==> config.mk <==
export PLATFORM = sky130hd
export DESIGN_NAME = multicycle_ctrl_fsm
export DESIGN_NICKNAME = d
export VERILOG_FILES = /design/src/rtl/multicycle_ctrl_fsm_pkg.sv /design/src/rtl/multicycle_ctrl_fsm.sv
export SDC_FILE = /design/constraint.sdc
export NUM_CORES = 1
export LEC_CHECK = 0
export ABC_CLOCK_PERIOD_IN_PS = 1600
export CAP_MARGIN = 5
export CORE_MARGIN = 2
export CORE_UTILIZATION = 35
export CTS_CLUSTER_DIAMETER = 60
export DETAILED_ROUTE_END_ITERATION = 10
export DONT_BUFFER_PORTS = 1
export PLACE_DENSITY = 0.53
export REMOVE_ABC_BUFFERS = 1
export SLEW_MARGIN = 40
export SYNTH_ARGS = -nofsm -noshare
export SYNTH_HDL_FRONTEND = slang
export SYNTH_SLANG_ARGS = --single-unit
==> constraint.sdc <==
create_clock -name i_clk -period 1.6 [get_ports i_clk]
set_input_delay 0.32 -clock i_clk [delete_from_list [all_inputs] [get_ports i_clk]]
set_output_delay 0.32 -clock i_clk [all_outputs]
set_load 0.005 [all_outputs]
==> src/rtl/multicycle_ctrl_fsm_pkg.sv <==
// Shared constants for the multicycle controller: opcodes, state encodings,
// datapath select codes and the bundle of control strobes.
package multicycle_ctrl_fsm_pkg;

  // IR[31:26] opcodes understood by the controller
  localparam logic [5:0] OP_RTYPE = 6'b000000;
  localparam logic [5:0] OP_LW    = 6'b100011;
  localparam logic [5:0] OP_SW    = 6'b101011;
  localparam logic [5:0] OP_BEQ   = 6'b000100;
  localparam logic [5:0] OP_ADDI  = 6'b001000;
  localparam logic [5:0] OP_J     = 6'b000010;

  // 4-bit state encodings; 14 and 15 are unused and recover to IDLE
  localparam logic [3:0] S_IDLE   = 4'd0;
  localparam logic [3:0] S_FETCH  = 4'd1;
  localparam logic [3:0] S_DECODE = 4'd2;
  localparam logic [3:0] S_MEMADR = 4'd3;
  localparam logic [3:0] S_MEMRD  = 4'd4;
  localparam logic [3:0] S_MEMWB  = 4'd5;
  localparam logic [3:0] S_MEMWR  = 4'd6;
  localparam logic [3:0] S_EXEC   = 4'd7;
  localparam logic [3:0] S_ALUWB  = 4'd8;
  localparam logic [3:0] S_BRANCH = 4'd9;
  localparam logic [3:0] S_ADDIEX = 4'd10;
  localparam logic [3:0] S_ADDIWB = 4'd11;
  localparam logic [3:0] S_JUMP   = 4'd12;
  localparam logic [3:0] S_TRAP   = 4'd13;

  // ALU operation class handed to the funct-level decoder
  localparam logic [1:0] ALUOP_ADD   = 2'b00;
  localparam logic [1:0] ALUOP_SUB   = 2'b01;
  localparam logic [1:0] ALUOP_FUNCT = 2'b10;

  // ALU B-operand select
  localparam logic [1:0] SRCB_B      = 2'b00;
  localparam logic [1:0] SRCB_FOUR   = 2'b01;
  localparam logic [1:0] SRCB_IMM    = 2'b10;
  localparam logic [1:0] SRCB_IMMSH  = 2'b11;

  // PC source select
  localparam logic [1:0] PCSRC_ALU    = 2'b00;
  localparam logic [1:0] PCSRC_ALUOUT = 2'b01;
  localparam logic [1:0] PCSRC_JUMP   = 2'b10;

  // All datapath strobes issued in one cycle
  typedef struct packed {
    logic       pc_write;
    logic       branch;
    logic       iord;
    logic       mem_rd;
    logic       mem_wr;
    logic       ir_write;
    logic       reg_dst;
    logic       mem_to_reg;
    logic       reg_wr;
    logic       alu_src_a;
    logic [1:0] alu_src_b;
    logic [1:0] alu_op;
    logic [1:0] pc_src;
    logic       retire;
    logic       illegal;
  } ctrl_t;

  function automatic logic opcode_legal(input logic [5:0] op);
    case (op)
      OP_RTYPE, OP_LW, OP_SW, OP_BEQ, OP_ADDI, OP_J: opcode_legal = 1'b1;
      default:                                       opcode_legal = 1'b0;
    endcase
  endfunction

endpackage

==> src/rtl/multicycle_ctrl_fsm.sv <==
// Moore-style controller sequencing a shared multicycle datapath (one memory,
// one ALU, PC/IR/A/B/ALUOut registers).
// Ports:
//   i_clk, i_rst_n      clock (rising) / asynchronous active-low reset
//   i_run               start execution; only looked at in IDLE
//   i_opcode            IR[31:26], valid from DECODE onward
//   i_zero              ALU zero flag; the datapath ANDs it with o_branch
//   i_mem_ready         memory finishes the current access this cycle
//   o_*                 datapath strobes / selects, o_retire and o_illegal
//                       one-cycle pulses, o_state current state (debug)
// Outputs come from the state register; the only input qualifiers are
// i_mem_ready (FETCH IR/PC load, MEMWR retire) and i_opcode (DECODE illegal).
module multicycle_ctrl_fsm
  import multicycle_ctrl_fsm_pkg::*;
#(
  parameter bit TRAP_ON_ILLEGAL = 1'b1
) (
  input  logic       i_clk,
  input  logic       i_rst_n,
  input  logic       i_run,
  input  logic [5:0] i_opcode,
  input  logic       i_zero,
  input  logic       i_mem_ready,
  output logic       o_pc_write,
  output logic       o_branch,
  output logic       o_iord,
  output logic       o_mem_rd,
  output logic       o_mem_wr,
  output logic       o_ir_write,
  output logic       o_reg_dst,
  output logic       o_mem_to_reg,
  output logic       o_reg_wr,
  output logic       o_alu_src_a,
  output logic [1:0] o_alu_src_b,
  output logic [1:0] o_alu_op,
  output logic [1:0] o_pc_src,
  output logic       o_retire,
  output logic       o_illegal,
  output logic [3:0] o_state
);

  logic [3:0] state_q, state_d;
  ctrl_t      ctrl;

  // Branch qualification by the zero flag is done in the datapath, so the
  // flag is carried on the interface but not consumed here.
  logic unused_zero;
  assign unused_zero = i_zero;

  always_ff @(posedge i_clk or negedge i_rst_n) begin
    if (!i_rst_n) state_q <= S_IDLE;
    else          state_q <= state_d;
  end

  always_comb begin
    state_d = state_q;
    case (state_q)
      S_IDLE:   if (i_run) state_d = S_FETCH;
      S_FETCH:  if (i_mem_ready) state_d = S_DECODE;
      S_DECODE: begin
        case (i_opcode)
          OP_RTYPE:     state_d = S_EXEC;
          OP_LW, OP_SW: state_d = S_MEMADR;
          OP_BEQ:       state_d = S_BRANCH;
          OP_ADDI:      state_d = S_ADDIEX;
          OP_J:         state_d = S_JUMP;
          default:      state_d = TRAP_ON_ILLEGAL ? S_TRAP : S_FETCH;
        endcase
      end
      S_MEMADR: state_d = (i_opcode == OP_SW) ? S_MEMWR : S_MEMRD;
      S_MEMRD:  if (i_mem_ready) state_d = S_MEMWB;
      S_MEMWB:  state_d = S_FETCH;
      S_MEMWR:  if (i_mem_ready) state_d = S_FETCH;
      S_EXEC:   state_d = S_ALUWB;
      S_ALUWB:  state_d = S_FETCH;
      S_BRANCH: state_d = S_FETCH;
      S_ADDIEX: state_d = S_ADDIWB;
      S_ADDIWB: state_d = S_FETCH;
      S_JUMP:   state_d = S_FETCH;
      S_TRAP:   state_d = S_TRAP;   // only reset leaves TRAP
      default:  state_d = S_IDLE;
    endcase
  end

  always_comb begin
    ctrl = '0;
    case (state_q)
      S_FETCH: begin
        ctrl.mem_rd    = 1'b1;
        ctrl.alu_src_b = SRCB_FOUR;
        ctrl.alu_op    = ALUOP_ADD;
        // IR and PC+4 commit only on the cycle the read completes
        ctrl.ir_write  = i_mem_ready;
        ctrl.pc_write  = i_mem_ready;
      end
      S_DECODE: begin
        // speculative branch target into ALUOut
        ctrl.alu_src_b = SRCB_IMMSH;
        ctrl.alu_op    = ALUOP_ADD;
        ctrl.illegal   = ~opcode_legal(i_opcode);
      end
      S_MEMADR: begin
        ctrl.alu_src_a = 1'b1;
        ctrl.alu_src_b = SRCB_IMM;
        ctrl.alu_op    = ALUOP_ADD;
      end
      S_MEMRD: begin
        ctrl.iord   = 1'b1;
        ctrl.mem_rd = 1'b1;
      end
      S_MEMWB: begin
        ctrl.reg_wr     = 1'b1;
        ctrl.mem_to_reg = 1'b1;
        ctrl.retire     = 1'b1;
      end
      S_MEMWR: begin
        ctrl.iord   = 1'b1;
        ctrl.mem_wr = 1'b1;
        ctrl.retire = i_mem_ready;
      end
      S_EXEC: begin
        ctrl.alu_src_a = 1'b1;
        ctrl.alu_src_b = SRCB_B;
        ctrl.alu_op    = ALUOP_FUNCT;
      end
      S_ALUWB: begin
        ctrl.reg_wr  = 1'b1;
        ctrl.reg_dst = 1'b1;
        ctrl.retire  = 1'b1;
      end
      S_BRANCH: begin
        ctrl.alu_src_a = 1'b1;
        ctrl.alu_src_b = SRCB_B;
        ctrl.alu_op    = ALUOP_SUB;
        ctrl.branch    = 1'b1;
        ctrl.pc_src    = PCSRC_ALUOUT;
        ctrl.retire    = 1'b1;
      end
      S_ADDIEX: begin
        ctrl.alu_src_a = 1'b1;
        ctrl.alu_src_b = SRCB_IMM;
        ctrl.alu_op    = ALUOP_ADD;
      end
      S_ADDIWB: begin
        ctrl.reg_wr = 1'b1;
        ctrl.retire = 1'b1;
      end
      S_JUMP: begin
        ctrl.pc_write = 1'b1;
        ctrl.pc_src   = PCSRC_JUMP;
        ctrl.retire   = 1'b1;
      end
      default: ctrl = '0;   // IDLE, TRAP, unused encodings
    endcase
  end

  assign o_pc_write   = ctrl.pc_write;
  assign o_branch     = ctrl.branch;
  assign o_iord       = ctrl.iord;
  assign o_mem_rd     = ctrl.mem_rd;
  assign o_mem_wr     = ctrl.mem_wr;
  assign o_ir_write   = ctrl.ir_write;
  assign o_reg_dst    = ctrl.reg_dst;
  assign o_mem_to_reg = ctrl.mem_to_reg;
  assign o_reg_wr     = ctrl.reg_wr;
  assign o_alu_src_a  = ctrl.alu_src_a;
  assign o_alu_src_b  = ctrl.alu_src_b;
  assign o_alu_op     = ctrl.alu_op;
  assign o_pc_src     = ctrl.pc_src;
  assign o_retire     = ctrl.retire;
  assign o_illegal    = ctrl.illegal;
  assign o_state      = state_q;

endmodule
==> flow_summary.ini, run 1 <==
[sta]
period_needed_ps = 1640
whs_ps = 244
timing.fmax_mhz = 608
worst_pin_slew_ps = 358
hold_viol = 0
finClkSkew_ps = 9.61
finalWorstSetupSlack_ps = -44.4
period_share = 1.03
rsz0062_at_grt = true
final-max-slew-violation-count = 0
relSlewSlack = 0.755
final-setup-viol-count = 1

[synth]
synth_most_common_cell = nor2_1
synth_edf_count = 0
synthArstFlopShare = 1.00
synthCells = 76
netlist_top_cells_count = nor2_1, nand2_1, a21oi_1, nand2b_1, nor3_1
synth_area_um2 = 504
yosysUniqueCellTypes = 32
yosys_warnings = 0
synth_seq_cells = 4
syn-mean-instance-area_um2 = 6.63
synthTopCellsByArea = dfrtp_1, nor2_1, nand2b_1
yosys.area.top_type = dfrtp_1
synth_top_flop_cell = dfrtp_1
synth_seq_area_share = 0.199
yosysTopAreaCellShare = 0.199

[worst_setup_path]
slowest_delay_ps = 520
path_cells = or4_4, o21a_1, o2111a_1, buf_4
startpoint = i_opcode[5]
end_kind = primary output
worst_ep_arrival_time_ps = 1320
worst_r2r_startpoint = o_state[2]$_DFFE_PN0P_
start_kind = input port
required_ps = 1280
critPathTopFamily = simple AND/OR/NAND/NOR gates
crit_fanout = 5
path_buf_inv = 1
cp_slowest_cell = or4_4
critical_path_class = in -> out

[detailed_routing]
drt_iter0_markers = 4
wl_per_cell_um = 15.6
vias = 587
ant_nets = 0
dr.pass1.iters = 3
vias_per_cell = 5.99
routed_wl_um = 1530
drc = 0

[worst_hold_path]
worstHoldPathType = in -> reg
hp-start = i_mem_ready

[clock_network]
post_cts_buffers = 0
clock_sinks = 4
cts_max_path_buffers = 2
htree_num_levels = 1
cts_tree = yes
clockRootBuffer = clkbuf_4
clkTransAtPathRegs_ps = 40
cts_made_buffers = 3
clock_latency_ps = 240

[floorplan]
coreArea_mm2 = 0.00132
start_util = 0.383
ios = 33
die_x_um = 42.0
fp.dieH_um = 42.0
die_area_mm2 = 0.00176
placementRows = 13

[placement]
place.port_buffers = 0
dpl.hpwl_um = 1090
gp_congestion = 0.803

[run_status]
violations = setup timing
status = finished with violations

[final_layout]
area_growth_pct = 25.8
n_antenna_cell = 0
postLayoutCoreUtil = 0.481
drive_above_1_share = 0.289
fin_nets = 96
largest_register_ffs = 4

[pwr]
power.switching_mw = 0.612
p_int_mw = 0.595
p_leak_nw = 0.249
power.share.clock = 0.108
seq_power_share = 0.228
p_per_area_mw_per_mm2 = 1900
switching_share = 0.507
ir_worst_vdd_v = 0.000869
combPwrFrac = 0.664

[global_route]
antenna_found_initial = 0
grt_pass1_wl_um = 2330
grt_max_degree = 16
track_usage = 0.168
gr-total-overflow = 0
grt_pass1_vias = 540

[flow_run]
cap_violations = 0
## power groups by stage
| stage | Combinational (mW) | Clock, mW | Sequential (mW) |
|---|---|---|---|
| after floorplan | 0.435 | 0 | 0.295 |
| after global routing | 0.906 | 0.143 | 0.286 |
| after detailed placement | 0.724 | 0 | 0.232 |
| after CTS | 0.743 | 0.131 | 0.236 |
| final | 0.801 | 0.130 | 0.275 |
| after global placement | 0.724 | 0 | 0.234 |
## repair_timing
item                                    in CTS  in global routing
hold endpoints to repair                     4                  0
endpoints found under the setup margin       6                 12
resized for setup                            3                 12
hold buffers                                 1                  0
## worst paths after layout
path	slack [ps]	endpoint	depth (start not counted)
setup / recovery	-40	o_illegal	4
min in group asynchronous	360	o_state[3]$_DFFE_PN0P_	1
setup reg to reg	240	o_state[2]$_DFFE_PN0P_	4
hold / removal	240	o_state[0]$_DFFE_PN0P_	2
hold reg to reg	740	o_state[3]$_DFFE_PN0P_	2
max in group asynchronous	1040	o_state[2]$_DFFE_PN0P_	1
## through the flow
| step | std cells | setup TNS [ps] | total power [mW] | setup WS (ps) | area (µm²) |
|---|---|---|---|---|---|
| floorplan | 71 | -68.5 | 0.730 | -68.5 | 482 |
| global placement | 94 | -113 | 0.959 | -73.7 | 561 |
| finish | 98 | -44.4 | 1.21 | -44.4 | 634 |
| global route | 98 | -104 | 1.33 | -86.0 | 634 |
| CTS | 98 | -46.4 | 1.11 | -46.4 | 599 |
| detailed placement | 94 | -130 | 0.956 | -85.0 | 561 |
## layer usage
layer,vias up,global-route usage,share of wire
met2,19,0.275,0.47
met3,0,0.0739,0.061
li1,292,-,-
met4,0,0,0
met1,276,0.215,0.47
met5,-,0,0
## cell usage in the layout (no fill, tap or decap), types with 2 or more instances in the layout
cell	count
nor2_2	3
nor3_1	5
nand2b_1	5
nand2_1	7
a21oi_1	5
o22ai_1	2
buf_4	7
clkbuf_4	3
o21ai_1	2
nor2b_4	2
nand3_1	2
inv_1	2
dfrtp_2	4
nor2_1	8
xor2_1	2
o21ai_0	3
## area by class of cell
class / count / area [µm²]
fillers: 148 / 683
multi-input cells: 65 / 403
flip-flops and latches: 4 / 105
repair buffers: 9 / 77.6
clock buffers: 3 / 22.5
well taps: 15 / 18.8
inverters: 2 / 7.51
## cell families (layout without fill, tap and decap cells)
family / Yosys count / after routing / synth area share
AND/OR/NAND/NOR: 40 / 40 / 0.402
XOR/XNOR: 3 / 3 / 0.0521
buffers and inverters: 7 / 14 / 0.0596
flip-flops: 4 / 4 / 0.199
multiplexers: 1 / 1 / 0.0199
AO/OA/AOI/OAI: 21 / 21 / 0.268
## worst reg2reg max path, stage by stage, from the launching register on
cell and delay [ps]:
dfrtp_2 450, buf_4 190, nor2_1 170, a221oi_1 100, or3_1 310
Power figures use the tool's default switching activity.
==> run 2: changes to the inputs <==
- CORE_UTILIZATION: 35 -> 30
- PLACE_DENSITY: 0.53 -> 0.48
==> flow_summary.ini, run 2 (synthesized netlist as in run 1, its figures left out) <==
[detailed_routing]
wl_per_cell_um = 14.6
ant_nets = 0
dr_wl_met3_um = 69
vias_per_cell = 5.87
vias = 599
dr.pass1.iters = 5
met1Wirelength_um = 692
wl_met2_um = 726
routed_wl_um = 1490
drt_iter0_markers = 4
drc = 0
topRoutingLayerUsed = met4

[worst_setup_path]
worst_ep_arrival_time_ps = 1340
cp_slowest_cell = or4_4
start_kind = input port
crit_fanout = 5
startpoint = i_opcode[5]
required_ps = 1280
slowest_delay_ps = 520
path_cells = or4_4, o21a_1, o2111a_1, buf_4
critPathTopFamily = simple AND/OR/NAND/NOR gates
end_kind = primary output
worst_r2r_startpoint = o_state[2]$_DFFE_PN0P_
critical_path_class = in -> out
path_buf_inv = 1

[final_layout]
fin_nets = 99
mostFrequentLayoutCells = buf_4, nor2_1, nand2_1
fillerInstances = 171
area_growth_pct = 35.2
largest_register_ffs = 4
layout_commonest_cell = buf_4
multiInputGateArea_um2 = 430
layout.cells.non_filler = 102
drive_above_1_share = 0.337
n_antenna_cell = 0
seqCellArea_um2 = 105

[sta]
period_needed_ps = 1660
finalWorstSetupSlack_ps = -62.6
final-setup-viol-count = 1
worst_pin_slew_ps = 388
final-max-slew-violation-count = 0
whs_ps = 242
period_share = 1.04
timing.fmax_mhz = 601
rsz0062_at_grt = true
finClkSkew_ps = 5.91
hold_viol = 0
relSlewSlack = 0.735

[clock_network]
clock_sinks = 4
htree_num_levels = 1
clkTransAtPathRegs_ps = 40
post_cts_buffers = 0
clockRootBuffer = clkbuf_4
cts_max_path_buffers = 2
clock_latency_ps = 240
cts_made_buffers = 3
cts_tree = yes

[run_status]
status = finished with violations
violations = setup timing

[floorplan]
coreArea_mm2 = 0.00154
placementRows = 14
ios = 33
start_util = 0.327
die_area_mm2 = 0.00202
fp.dieH_um = 45.0
die_x_um = 45.0

[flow_run]
cap_violations = 0

[pwr]
power_mw = 1.31
p_per_area_mw_per_mm2 = 1920
ir_worst_vdd_v = 0.000813
p_leak_nw = 0.271

[global_route]
track_usage = 0.154
gr-total-overflow = 0
grt_pass1_wl_um = 2330
grt_pass1_vias = 553
grt_max_degree = 13
antenna_found_initial = 0

[placement]
place_ws_ps = -111
gp_congestion = 0.741
dp_cells = 98
place.port_buffers = 0
dpl.hpwl_um = 1150

[worst_hold_path]
hp-start = i_mem_ready
worstHoldPathType = in -> reg
## run 2: worst register-to-register path, cell delays in order, from the launching register on
cell and delay, ps:
dfrtp_2 460, buf_4 190, nor2_1 170, a221oi_1 100, or3_1 310
## run 2: final timing paths
kind	endpoint	slack (ps)	cells after the start
setup reg to reg	o_state[2]$_DFFE_PN0P_	240	4
hold / removal	o_state[0]$_DFFE_PN0P_	240	2
max in group asynchronous	o_state[3]$_DFFE_PN0P_	1070	1
min in group asynchronous	o_state[2]$_DFFE_PN0P_	350	1
hold reg to reg	o_state[1]$_DFFE_PN0P_	760	2
setup / recovery	o_illegal	-60	4
## run 2: timing repair
action | CTS | global route
gates resized for setup | 2 | 18
hold buffers | 1 | 0
endpoints found under the hold margin | 4 | 0
setup endpoints to repair | 6 | 12
pin swaps | 0 | 1
cloned | 0 | 0
## run 2: layout make-up
| type | count | share of cell area |
|---|---|---|
| multi-input cells | 65 | 0.631 |
| well taps | 16 | 0.0294 |
| flip-flops and latches | 4 | 0.154 |
| repair buffers | 12 | 0.141 |
| inverters | 2 | 0.0110 |
| clock buffers | 3 | 0.0330 |
## run 2: metrics by stage
stage               setup TNS [ps]   util  area, µm²
global route                 -78.5  0.442        682
finish                       -62.6  0.442        682
global placement              -113  0.379        584
detailed placement            -166  0.379        584
CTS                          -55.5  0.403        621
floorplan                    -68.5      -        482
## run 2: report_power, final
group          switching [mW]  total [mW]  internal, mW
clock network          0.0429       0.127        0.0840
registers               0.112       0.269         0.156
logic                   0.487       0.911         0.424
## run 2: layer usage
metal / vias up / GRT usage
li1: 298 / -
met1: 275 / 0.224
met2: 24 / 0.240
met3: 2 / 0.0120
met4: 0 / 0.0529
met5: - / 0
==> run 3: changes to the inputs <==
- CORE_AREA: not set -> 2 2 39 41
- CORE_MARGIN: 2 -> not set
- CORE_UTILIZATION: 30 -> not set
- DIE_AREA: not set -> 0 0 41 43
- PLACE_DENSITY: 0.48 -> 0.56
==> flow_summary.ini, run 3 (synthesized netlist as in run 1, its figures left out) <==
[sta]
finalWorstSetupSlack_ps = -44.5
final-setup-viol-count = 1
relSlewSlack = 0.665
period_share = 1.03
worst_pin_slew_ps = 490
timing.fmax_mhz = 608
hold_viol = 0
rsz0062_at_grt = true
period_needed_ps = 1640
final-max-slew-violation-count = 0
finClkSkew_ps = 7.00

[clock_network]
clkTransAtPathRegs_ps = 40
clockRootBuffer = clkbuf_4
clock_latency_ps = 240
htree_num_levels = 1
cts_made_buffers = 3
clock_sinks = 4
cts_tree = yes
cts_max_path_buffers = 2

[worst_setup_path]
worst_ep_arrival_time_ps = 1320
slowest_delay_ps = 520
required_ps = 1280
critical_path_class = in -> out
end_kind = primary output
crit_fanout = 5
path_buf_inv = 1
cp_slowest_cell = or4_4
critPathTopFamily = simple AND/OR/NAND/NOR gates
start_kind = input port
path_cells = or4_4, o21a_1, o2111a_1, buf_6

[pwr]
switching_share = 0.500
p_per_area_mw_per_mm2 = 1900
power.switching_mw = 0.661
combPwrFrac = 0.696
p_leak_nw = 0.280
power.share.clock = 0.097
seq_power_share = 0.207
p_int_mw = 0.662
ir_worst_vdd_v = 0.000853

[final_layout]
layout_commonest_cell = buf_4
seqCellArea_um2 = 105
area_growth_pct = 38.0
fillerInstances = 156
drive_above_1_share = 0.391
mostFrequentLayoutCells = buf_4, nand2_1, nor2_1
postLayoutCoreUtil = 0.503
n_antenna_cell = 0
multiInputGateArea_um2 = 437
largest_register_ffs = 4
fin_nets = 100

[floorplan]
ios = 33
placementRows = 14
fp.dieH_um = 43
coreArea_mm2 = 0.00138
die_area_mm2 = 0.00176
start_util = 0.364
die_x_um = 41

[global_route]
track_usage = 0.194
antenna_found_initial = 0
grt_max_degree = 15
gr-total-overflow = 0
grt_pass1_vias = 551
grt_pass1_wl_um = 2330

[detailed_routing]
drc = 0
ant_nets = 0
vias = 623
wl_per_cell_um = 15.1
dr.pass1.iters = 4
vias_per_cell = 6.05
drt_iter0_markers = 9
routed_wl_um = 1560

[placement]
place_ws_ps = -89.4
gp_congestion = 0.860
place.port_buffers = 0
dpl.hpwl_um = 1100

[run_status]
status = finished with violations
violations = setup timing

[worst_hold_path]
worstHoldPathType = in -> reg

[flow_run]
cap_violations = 0
-- run 3: cell types whose count changed in the layout (fill, tap and decap cells not counted) --
cell,before,now
nor2_2,0,3
nor2_4,3,1
nor3_1,5,3
nor3_2,0,2
buf_4,10,11
nor2_1,8,7
o21ai_1,2,1
o21ai_2,0,1
-- run 3: cell type report --
| cell class | count | area share |
|---|---|---|
| Inverter | 2 | 0.0108 |
| Multi-Input combinational cell | 65 | 0.628 |
| Timing Repair Buffer | 13 | 0.149 |
| Tap cell | 16 | 0.0288 |
| Sequential cell | 4 | 0.151 |
| Clock buffer | 3 | 0.0324 |
-- run 3: power by group through the flow --
stage                     Combinational [mW]  Clock [mW]  Sequential [mW]
after global routing                    1.02       0.142            0.285
after CTS                              0.792       0.134            0.248
final                                  0.920       0.128            0.274
after floorplan                        0.435           0            0.295
after global placement                 0.739           0            0.238
after detailed placement               0.743           0            0.238
-- run 3: timing repair --
item                                    4_1_cts  5_1_grt
endpoints found under the setup margin       10       14
pin swaps                                     2        0
setup buffers                                 0        2
hold buffers                                  1        0
resized for setup                             8       14
hold endpoints to repair                      4        0
-- run 3: metal layers --
layer  up-vias  global-route usage  routed length (µm)
li1        304                   -                   -
met1       282               0.247                 664
met2        35               0.291                 723
met3         2              0.0471                 152
met4         0               0.100                  16
met5         -                   0                   0
-- run 3: worst paths after layout --
kind                                             start                endpoint  slack (ps)  depth (start not counted)
worst max-delay path                       i_opcode[5]               o_illegal         -40                          4
worst min-delay path                       i_mem_ready  o_state[0]$_DFFE_PN0P_         230                          2
worst max register to register  o_state[3]$_DFFE_PN0P_  o_state[3]$_DFFE_PN0P_         100                          4
worst min register to register  o_state[2]$_DFFE_PN0P_  o_state[3]$_DFFE_PN0P_         740                          2
max in group asynchronous                      i_rst_n  o_state[1]$_DFFE_PN0P_        1040                          1
min in group asynchronous                      i_rst_n  o_state[2]$_DFFE_PN0P_         360                          1
-- run 3: per-stage QoR --
stage	power [mW]	instance area [µm²]	instances	hold slack, ps	TNS [ps]
2_1_floorplan	0.730	482	71	24.4	-68.5
3_3_place_gp	0.977	577	97	24.5	-155
5_1_grt	1.44	696	103	280	-111
4_1_cts	1.17	631	101	230	-80.6
6_report	1.32	696	103	232	-44.5
3_5_place_dp	0.981	577	97	24.5	-224
